===== src/rtl/traffic_phase_sched.sv =====
// traffic_phase_sched
// Two-road (NS/EW) intersection phase scheduler. Sequences green -> yellow ->
// all-red for each road with programmable dwell times counted in slow_clk ticks.
// A latched pedestrian request inserts a WALK phase at the next all-red exit.
// A hold input freezes the phase and its dwell counter. The LED bank, phase code,
// change pulse, walk flag and pending flag are all registered outputs.
module traffic_phase_sched #(
  parameter int T_GREEN  = 5,
  parameter int T_YELLOW = 2,
  parameter int T_ALLRED = 1,
  parameter int T_WALK   = 4,
  parameter int CW       = 4
) (
  input  logic       slow_clk,
  input  logic       rst,
  input  logic       ped_req,
  input  logic       hold,
  output logic [5:0] led,
  output logic       walk,
  output logic [2:0] phase,
  output logic       phase_chg,
  output logic       ped_pend
);

  typedef enum logic [2:0] {
    PH_NS_G = 3'd0,
    PH_NS_Y = 3'd1,
    PH_AR_A = 3'd2,
    PH_EW_G = 3'd3,
    PH_EW_Y = 3'd4,
    PH_AR_B = 3'd5,
    PH_WALK = 3'd6,
    PH_BAD  = 3'd7
  } phase_t;

  // Counter load values: a phase lasting T ticks starts at T-1 and advances at 0.
  localparam logic [CW-1:0] LD_GREEN  = CW'(T_GREEN - 1);
  localparam logic [CW-1:0] LD_YELLOW = CW'(T_YELLOW - 1);
  localparam logic [CW-1:0] LD_ALLRED = CW'(T_ALLRED - 1);
  localparam logic [CW-1:0] LD_WALK   = CW'(T_WALK - 1);
  localparam logic [CW-1:0] CNT_ZERO  = CW'(0);
  localparam logic [CW-1:0] CNT_ONE   = CW'(1);

  // Lamp pattern for a phase: {EW red, EW yel, EW grn, NS red, NS yel, NS grn}.
  function automatic logic [5:0] led_decode(input phase_t ph);
    logic [5:0] pat;
    case (ph)
      PH_NS_G: pat = 6'b100001;
      PH_NS_Y: pat = 6'b100010;
      PH_AR_A: pat = 6'b100100;
      PH_EW_G: pat = 6'b001100;
      PH_EW_Y: pat = 6'b010100;
      PH_AR_B: pat = 6'b100100;
      PH_WALK: pat = 6'b100100;
      default: pat = 6'b111111;
    endcase
    return pat;
  endfunction

  // Dwell counter load value on entry to a phase.
  function automatic logic [CW-1:0] dwell_load(input phase_t ph);
    logic [CW-1:0] ld;
    case (ph)
      PH_NS_G: ld = LD_GREEN;
      PH_NS_Y: ld = LD_YELLOW;
      PH_AR_A: ld = LD_ALLRED;
      PH_EW_G: ld = LD_GREEN;
      PH_EW_Y: ld = LD_YELLOW;
      PH_AR_B: ld = LD_ALLRED;
      PH_WALK: ld = LD_WALK;
      default: ld = LD_GREEN;
    endcase
    return ld;
  endfunction

  phase_t        phase_r;
  phase_t        phase_nxt_s;
  logic [CW-1:0] cnt_r;
  logic [CW-1:0] cnt_nxt_s;
  logic          nxt_ew_r;
  logic          nxt_ew_nxt_s;
  logic          ped_q_r;
  logic          ped_pend_r;
  logic          ped_pend_nxt_s;
  logic          chg_nxt_s;
  logic          walk_entry_s;
  logic          ped_rise_s;
  logic          ped_req_eff_s;
  logic [5:0]    led_r;
  logic          walk_r;
  logic          phase_chg_r;

  // Button edge detect; a fresh press counts at an all-red exit on the same edge,
  // but presses made while WALK is already showing are discarded.
  always_comb begin
    ped_rise_s    = ped_req & ~ped_q_r;
    ped_req_eff_s = ped_pend_r | (ped_rise_s & (phase_r != PH_WALK));
  end

  // Next phase, dwell counter and resume-direction selection.
  always_comb begin
    phase_nxt_s  = phase_r;
    cnt_nxt_s    = cnt_r;
    nxt_ew_nxt_s = nxt_ew_r;
    chg_nxt_s    = 1'b0;
    walk_entry_s = 1'b0;
    if (phase_r == PH_BAD) begin
      // Corrupted phase code: fall back to a known-safe start immediately.
      phase_nxt_s = PH_NS_G;
      cnt_nxt_s   = LD_GREEN;
      chg_nxt_s   = ~hold;
    end else if (hold) begin
      phase_nxt_s = phase_r;
      cnt_nxt_s   = cnt_r;
    end else if (cnt_r != CNT_ZERO) begin
      cnt_nxt_s = cnt_r - CNT_ONE;
    end else begin
      case (phase_r)
        PH_NS_G: phase_nxt_s = PH_NS_Y;
        PH_NS_Y: phase_nxt_s = PH_AR_A;
        PH_AR_A: begin
          if (ped_req_eff_s) begin
            phase_nxt_s  = PH_WALK;
            nxt_ew_nxt_s = 1'b1;
            walk_entry_s = 1'b1;
          end else begin
            phase_nxt_s = PH_EW_G;
          end
        end
        PH_EW_G: phase_nxt_s = PH_EW_Y;
        PH_EW_Y: phase_nxt_s = PH_AR_B;
        PH_AR_B: begin
          if (ped_req_eff_s) begin
            phase_nxt_s  = PH_WALK;
            nxt_ew_nxt_s = 1'b0;
            walk_entry_s = 1'b1;
          end else begin
            phase_nxt_s = PH_NS_G;
          end
        end
        PH_WALK: begin
          if (nxt_ew_r) begin
            phase_nxt_s = PH_EW_G;
          end else begin
            phase_nxt_s = PH_NS_G;
          end
        end
        default: phase_nxt_s = PH_NS_G;
      endcase
      cnt_nxt_s = dwell_load(phase_nxt_s);
      chg_nxt_s = 1'b1;
    end
  end

  // Pending request: cleared when WALK is entered, otherwise set by a qualified press.
  always_comb begin
    if (walk_entry_s) begin
      ped_pend_nxt_s = 1'b0;
    end else if (ped_rise_s && (phase_r != PH_WALK)) begin
      ped_pend_nxt_s = 1'b1;
    end else begin
      ped_pend_nxt_s = ped_pend_r;
    end
  end

  // State and output registers; LEDs and walk are decoded from the next phase so
  // they change on the same edge as the phase code.
  always_ff @(posedge slow_clk or posedge rst) begin
    if (rst) begin
      phase_r     <= PH_NS_G;
      cnt_r       <= LD_GREEN;
      nxt_ew_r    <= 1'b0;
      ped_q_r     <= 1'b0;
      ped_pend_r  <= 1'b0;
      led_r       <= 6'b100001;
      walk_r      <= 1'b0;
      phase_chg_r <= 1'b0;
    end else begin
      phase_r     <= phase_nxt_s;
      cnt_r       <= cnt_nxt_s;
      nxt_ew_r    <= nxt_ew_nxt_s;
      ped_q_r     <= ped_req;
      ped_pend_r  <= ped_pend_nxt_s;
      led_r       <= led_decode(phase_nxt_s);
      walk_r      <= (phase_nxt_s == PH_WALK);
      phase_chg_r <= chg_nxt_s;
    end
  end

  assign led       = led_r;
  assign walk      = walk_r;
  assign phase     = phase_r;
  assign phase_chg = phase_chg_r;
  assign ped_pend  = ped_pend_r;

endmodule


===== config.mk =====
export PLATFORM = sky130hd
export DESIGN_NAME = traffic_phase_sched
export DESIGN_NICKNAME = d
export VERILOG_FILES = /design/src/rtl/traffic_phase_sched.sv
export SDC_FILE = /design/constraint.sdc
export NUM_CORES = 1
export LEC_CHECK = 0
export BUFFER_PORTS_ARGS = -buffer_cell sky130_fd_sc_hd__buf_4
export CORE_MARGIN = 2
export CORE_UTILIZATION = 35
export CTS_CLUSTER_DIAMETER = 40
export DETAILED_ROUTE_END_ITERATION = 12
export PLACE_DENSITY_LB_ADDON = 0.25
export SYNTH_ARGS = -nofsm -noshare
export SYNTH_HDL_FRONTEND = slang
export SYNTH_SLANG_ARGS = --single-unit

===== constraint.sdc =====
create_clock -name slow_clk -period 3 [get_ports slow_clk]
set_clock_uncertainty 0.15 [all_clocks]
set_input_delay 0.75 -clock slow_clk [delete_from_list [all_inputs] [get_ports slow_clk]]
set_output_delay 0.75 -clock slow_clk [all_outputs]
set_load 0.02 [all_outputs]

======== After elaboration in Yosys (flattened, before gate mapping) ========
Cells that the tools add are included.
cells by class
  bitwise operators ....................... 7
  $add $sub $neg .......................... 1
  reduce and logical (&&, ||, !) cells .... 11
  mux-type cells .......................... 28
  eq/ne operators ......................... 22
operator list
  kind                                                                   number
  3-bit equality test, second input constant                             10
  6-bit case mux with 5 select lines                                     1
  3-bit 2-to-1 mux                                                       8
  3-bit case mux with 7 select lines                                     1
  3-bit by 2-bit equality test with 1-bit output, second input constant  5
  1-bit 2-to-1 mux                                                       12
  4-bit 2-to-1 mux                                                       3
  3-bit by 1-bit equality test with 1-bit output, second input constant  3
  3-bit case mux with 3 select lines                                     1
  3-bit logical NOT                                                      2
  6-bit AND reduction                                                    1
  2-bit OR reduction                                                     3
  2-bit != test, second input constant                                   2
  1-bit NOT                                                              4
  2-bit nonzero test                                                     2
  4-bit nonzero test                                                     1
  4-bit by 1-bit subtractor with 4-bit output, second input constant     1
  3-bit != test, second input constant                                   1
  3-bit OR reduction                                                     1
  1-bit bitwise AND                                                      2
  2-bit 2-to-1 mux                                                       1
  2-bit by 1-bit != test with 1-bit output, second input constant        1
  1-bit case mux with 2 select lines                                     1
  1-bit logical AND                                                      1
  1-bit bitwise OR                                                       1
word-level totals
  word-level logic and storage cells ...... 77
  register bits after elaboration ......... 18
  bits of input ports ..................... 4

======== Logic depth before layout (Yosys ltp) ========
  word-level depth ........................ 15
  depth in mapped cells ................... 11

======== Least setup slack after synthesis ========
Ideal clock, no wire load.
  path kind ............................... input to register
  from .................................... input port ped_req
  to ...................................... register led_r[4] (netlist: led[4])
  arrival time ............................ 2400 ps
  data required time ...................... 2771 ps
  setup time .............................. 79 ps
  slack ................................... 370 ps
  cell stages on the path ................. 7
  path through ............................ nor2b_1 nor2_1 o21ai_0 a311o_1 ha_1 or3_1 a2bb2oi_1
on the way
  word-level cells in the longest chain between the ends .. 14
  elaborated cells on any way between the ends .. 21
  classes of those cells .................. eq/ne: 6; mux: 10; bitwise: 3; reduce/logical: 2
ends and longest elaborated chain
  what                                                                                   line      RTL
  from (decl)                                                                            16        input logic ped_req,
  1-bit bitwise AND *                                                                    96        ped_rise_s = ped_req & ~ped_q_r;
  1-bit bitwise AND *                                                                    97        ped_req_eff_s = ped_pend_r | (ped_rise_s & (phase_r != PH_WALK));
  1-bit bitwise OR *                                                                     97
  3-bit 2-to-1 mux (on tied branches)                                                    122, 133
  3-bit case mux with 7 select lines *                                                   118       case (phase_r)
  3-bit 2-to-1 mux *                                                                     115       end else if (cnt_r != CNT_ZERO) begin
  3-bit 2-to-1 mux *                                                                     112       end else if (hold) begin
  3-bit 2-to-1 mux *                                                                     107       if (phase_r == PH_BAD) begin
  3-bit 2-to-1 mux *                                                                     115
  3-bit 2-to-1 mux *                                                                     112
  3-bit 2-to-1 mux *                                                                     107
  3-bit equality test or 3-bit by 2-bit equality test with 1-bit output (tied branches)  47        case (ph)
  3-bit OR reduction (no line)                                                           --
  6-bit case mux with 5 select lines *                                                   47
  to (signal assigned)                                                                   184       led_r <= led_decode(phase_nxt_s);
  to (decl)                                                                              89        logic [5:0] led_r;
Every way passes the cells marked *; elsewhere a longest branch is shown, timed or not. The select of a mux whose other input is x is not followed.
A chain may end at the register's enable or synchronous reset.

======== Worst setup path in the final report ========
  from .................................... register cnt_r[0]
  to ...................................... register led_r[4] (netlist: led[4])
on the way
  word-level cells in the longest chain between the ends .. 7
  elaborated cells on any way between the ends .. 13
  classes of those cells .................. eq/ne: 6; mux: 4; reduce/logical: 3
ends and longest elaborated chain
  what                                                                                   line  RTL
  from (decl)                                                                            78    logic [CW-1:0] cnt_r;
  from (signal assigned)                                                                 180   cnt_r <= cnt_nxt_s;
  4-bit nonzero test *                                                                   115
  3-bit 2-to-1 mux *                                                                     115
  3-bit 2-to-1 mux *                                                                     112
  3-bit 2-to-1 mux *                                                                     107
  net phase_nxt_s[1]                                                                     77    phase_t phase_nxt_s;
  3-bit equality test or 3-bit by 2-bit equality test with 1-bit output (tied branches)  47
  3-bit OR reduction (no line)                                                           --
  6-bit case mux with 5 select lines *                                                   47
Mark *: on every way through the listed nets, which the timed path passes. The rest lies on a longest branch.

==> results by group <==
Outcome
  • Status: complete, but fails checks
  • Failing checks: DRC

Logic synthesis
  • Mux contribution to synthesized area: 0%
  • Syn Nets: 120
  • Post-synth cell types: 39
  • Main combinational cell family by area after synthesis: simple AND/OR/NAND/NOR gates
  • Adder-Cell Fraction of Synth Area: 7.13%
  • Syn Area/Cell: approximately 9.6 um^2
  • XOR/XNOR share of the synthesized area: 0%
  • Yosys reg bits: 18
  • Cells after Synth: 110
  • Compound-Gate Fraction of Synth Area: between 20% and 30%
  • Synth Warn #: 0
  • Syn Std Cell Area: 0.00105 mm^2
  • Sequential fraction of the synthesis area: 43.1%
  • Simple-Gate Fraction of Synth Area: 23.0%

Clocking
  • Clock transition at the registers of the reported paths: 0.11 ns
  • Clock sinks: 18
  • CTS tree: built
  • Hold_buf cts: 0
  • Htree depth: 1
  • CTS root buf: clkbuf_4
  • Clock Latency Late Sink: roughly 0.29 ns
  • Resized cells post-CTS: 0
  • TritonCTS buffer count: 3
  • Post-CTS setup buffers: 0
  • Max clock buf depth: 2

Setup path
  • Setup crit start kind: flip-flop
  • Critical path cell sequence: inv_1, ha_1, nor4b_2, buf_4, nor2b_1, o21ai_0, a31oi_1, inv_1, ha_1, or3_1, a2bb2oi_1
  • Critical Path RT: between 3 and 4 ns
  • CP Class: flip-flop to flip-flop
  • Worst-path fanout max: 11
  • CP max stage delay: ~0.42 ns
  • Crit path max-delay family: simple AND/OR/NAND/NOR gates
  • Critical path buffers and inverters: 3
  • CP endpoint kind: flip-flop
  • Slowest CP cell: dfrtp_1
  • Crit path DAT: 2.77 ns

Power and ir drop
  • Pwr dens: 1030 mW/mm^2
  • Peak supply drop: 0.369 mV
  • LEAKAGE: around 0.56 nW

Layout
  • Ant diodes: 0
  • Layout Nets: 138
  • Area delta synth->final: 18.4%
  • Layout cell share with drive strength beyond 1: 26.0%
  • Commonest non-fill, non-tap cell in the layout: buf_4
  • Most frequent cells in the layout: buf_4 (19), dfrtp_1 (15), o21ai_0 (10), nor2_1 (8), inv_1 (8)
  • Final core utilization: 44.5%

Detailed routing
  • WL/cell: 13.7 um
  • Drt pass-1 iters: 8
  • DRC: 3
  • DRT Wirelength: 2160 um
  • DR iter-0 viols: 26
  • Remaining antenna violation count: 0
  • Vias per std cell: 5.54
  • Vias: 876

Timing
  • Final Worst Setup Slack: 0.300 ns
  • Setup violations, final: 0
  • Pins Over Slew Limit: 0
  • Setup repair after global routing missed its margin: no
  • Worst Hold Slack: just under 0.4 ns
  • Worst slew pin tran: 0.689 ns
  • Final Critical Period: roughly 2.7 ns
  • FMAX: 370 MHz
  • Final setup TNS: 0 ns
  • Final hold vios: 0
  • Relative slew slack: a little over half
  • Final Cycle Share: 90.0%

Global route
  • Overflow left after global routing: 0
  • Largest net degree at the start of global routing: 19
  • First-pass GRT wire length: around 3700 um
  • Number of antenna violations at the first check in global routing: 0
  • Vias in the first global route: 841
  • GRT Util Overall: 14.1%

Place
  • Post-place setup slack: 0.160 ns
  • DPL Wire Length: roughly 1500 um
  • Routability congestion estimate from global placement: between 0.8 and 0.9
  • Input/output buffers: 15

Run
  • Maxcap violations: 0

Floorplanning
  • Core footprint: roughly 0.0028 mm^2
  • Die H: between 50 and 60 um
  • I/O pins: 16
  • Die ar.: roughly 0.0035 mm^2
  • Die Span X: 58.9 um
  • Starting Density: 37.6%
  • Number of placement rows: 19

Min path
  • Worst hold path class: flip-flop to flip-flop
worst paths after layout:
kind | from | end | slack [ns] | cells after the start
worst max-delay path | cnt_r[0] | led[4] | 0.30 | 11
worst min-delay path | cnt_r[0] | cnt_r[0] | 0.39 | 1
worst max register to register | cnt_r[0] | led[4] | 0.30 | 11
worst min register to register | cnt_r[0] | cnt_r[0] | 0.39 | 1
max in group asynchronous | rst | phase[1] | 1.86 | 2
min in group asynchronous | rst | phase_chg | 0.41 | 2
where the power goes:
group / internal (mW) / switching, mW
Combinational: 0.324 / 0.354
Sequential: 0.339 / 0.121
Clock: 0.0739 / 0.0768
state kept, by name, summed over array words and instances, names as in the netlist:
signal and count:
led 6, cnt_r 4, phase 3, nxt_ew_r 1
ped_pend 1, ped_q_r 1, phase_chg 1, walk 1
cells by family (layout without fill, tap and decap cells):
logic type,after synthesis,in the layout
simple gates,38,38
fa+ha+maj,6,6
flops,18,18
compound gates,34,34
buf+inv,14,31
per-layer routing:
metal	part of all wire, %	GRT usage [%]	vias up
met5	0	0	-
met4	1.5	8.44	0
met3	4.1	2.86	4
met2	49	22.4	21
met1	45	17.4	420
li1	-	-	431
cell usage after synthesis (all sizes together):
cell	number	area (um^2)
and2	1	6.26
o21ai	10	50.1
a211oi	1	7.51
or3	2	12.5
dfstp	3	78.8
nand3	3	15.0
nand2b	1	6.26
clkbuf	5	18.8
buf	1	5.00
nor3	2	21.3
nor4b	1	15.0
a221oi	2	17.5
a211o	1	8.76
a22o	2	17.5
a221o	1	10.0
a21oi	7	35.0
nor2b	4	25.0
nand2	6	25.0
o21bai	1	7.51
dfrtp	15	375
a311o	1	10.0
o22ai	1	6.26
inv	8	30.0
a2bb2oi	1	8.76
nand3b	4	30.0
nor3b	1	12.5
ha	6	75.1
or2b	1	7.51
or3b	1	11.3
a31oi	3	25.0
a311oi	1	8.76
and3	2	17.5
or4	1	7.51
nor2	8	30.0
o31ai	2	15.0
stage by stage:
stage / total power [mW] / area, um^2 / instances
after CTS: 1.30 / 1250 / 158
after global routing: 1.40 / 1250 / 158
after global placement: 1.12 / 1210 / 154
after floorplan: 0.934 / 1050 / 110
final: 1.29 / 1250 / 158
after detailed placement: 1.14 / 1210 / 154
layout make-up:
| class | instances | area (um^2) |
|---|---|---|
| sequential | 18 | 454 |
| fill | 284 | 1560 |
| tap | 31 | 38.8 |
| timing repair buffer | 19 | 143 |
| multi-input combinational | 78 | 546 |
| inverter | 8 | 30.0 |
| clock buffer | 4 | 36.3 |
Note: power is estimated with default switching activity, not from simulation.
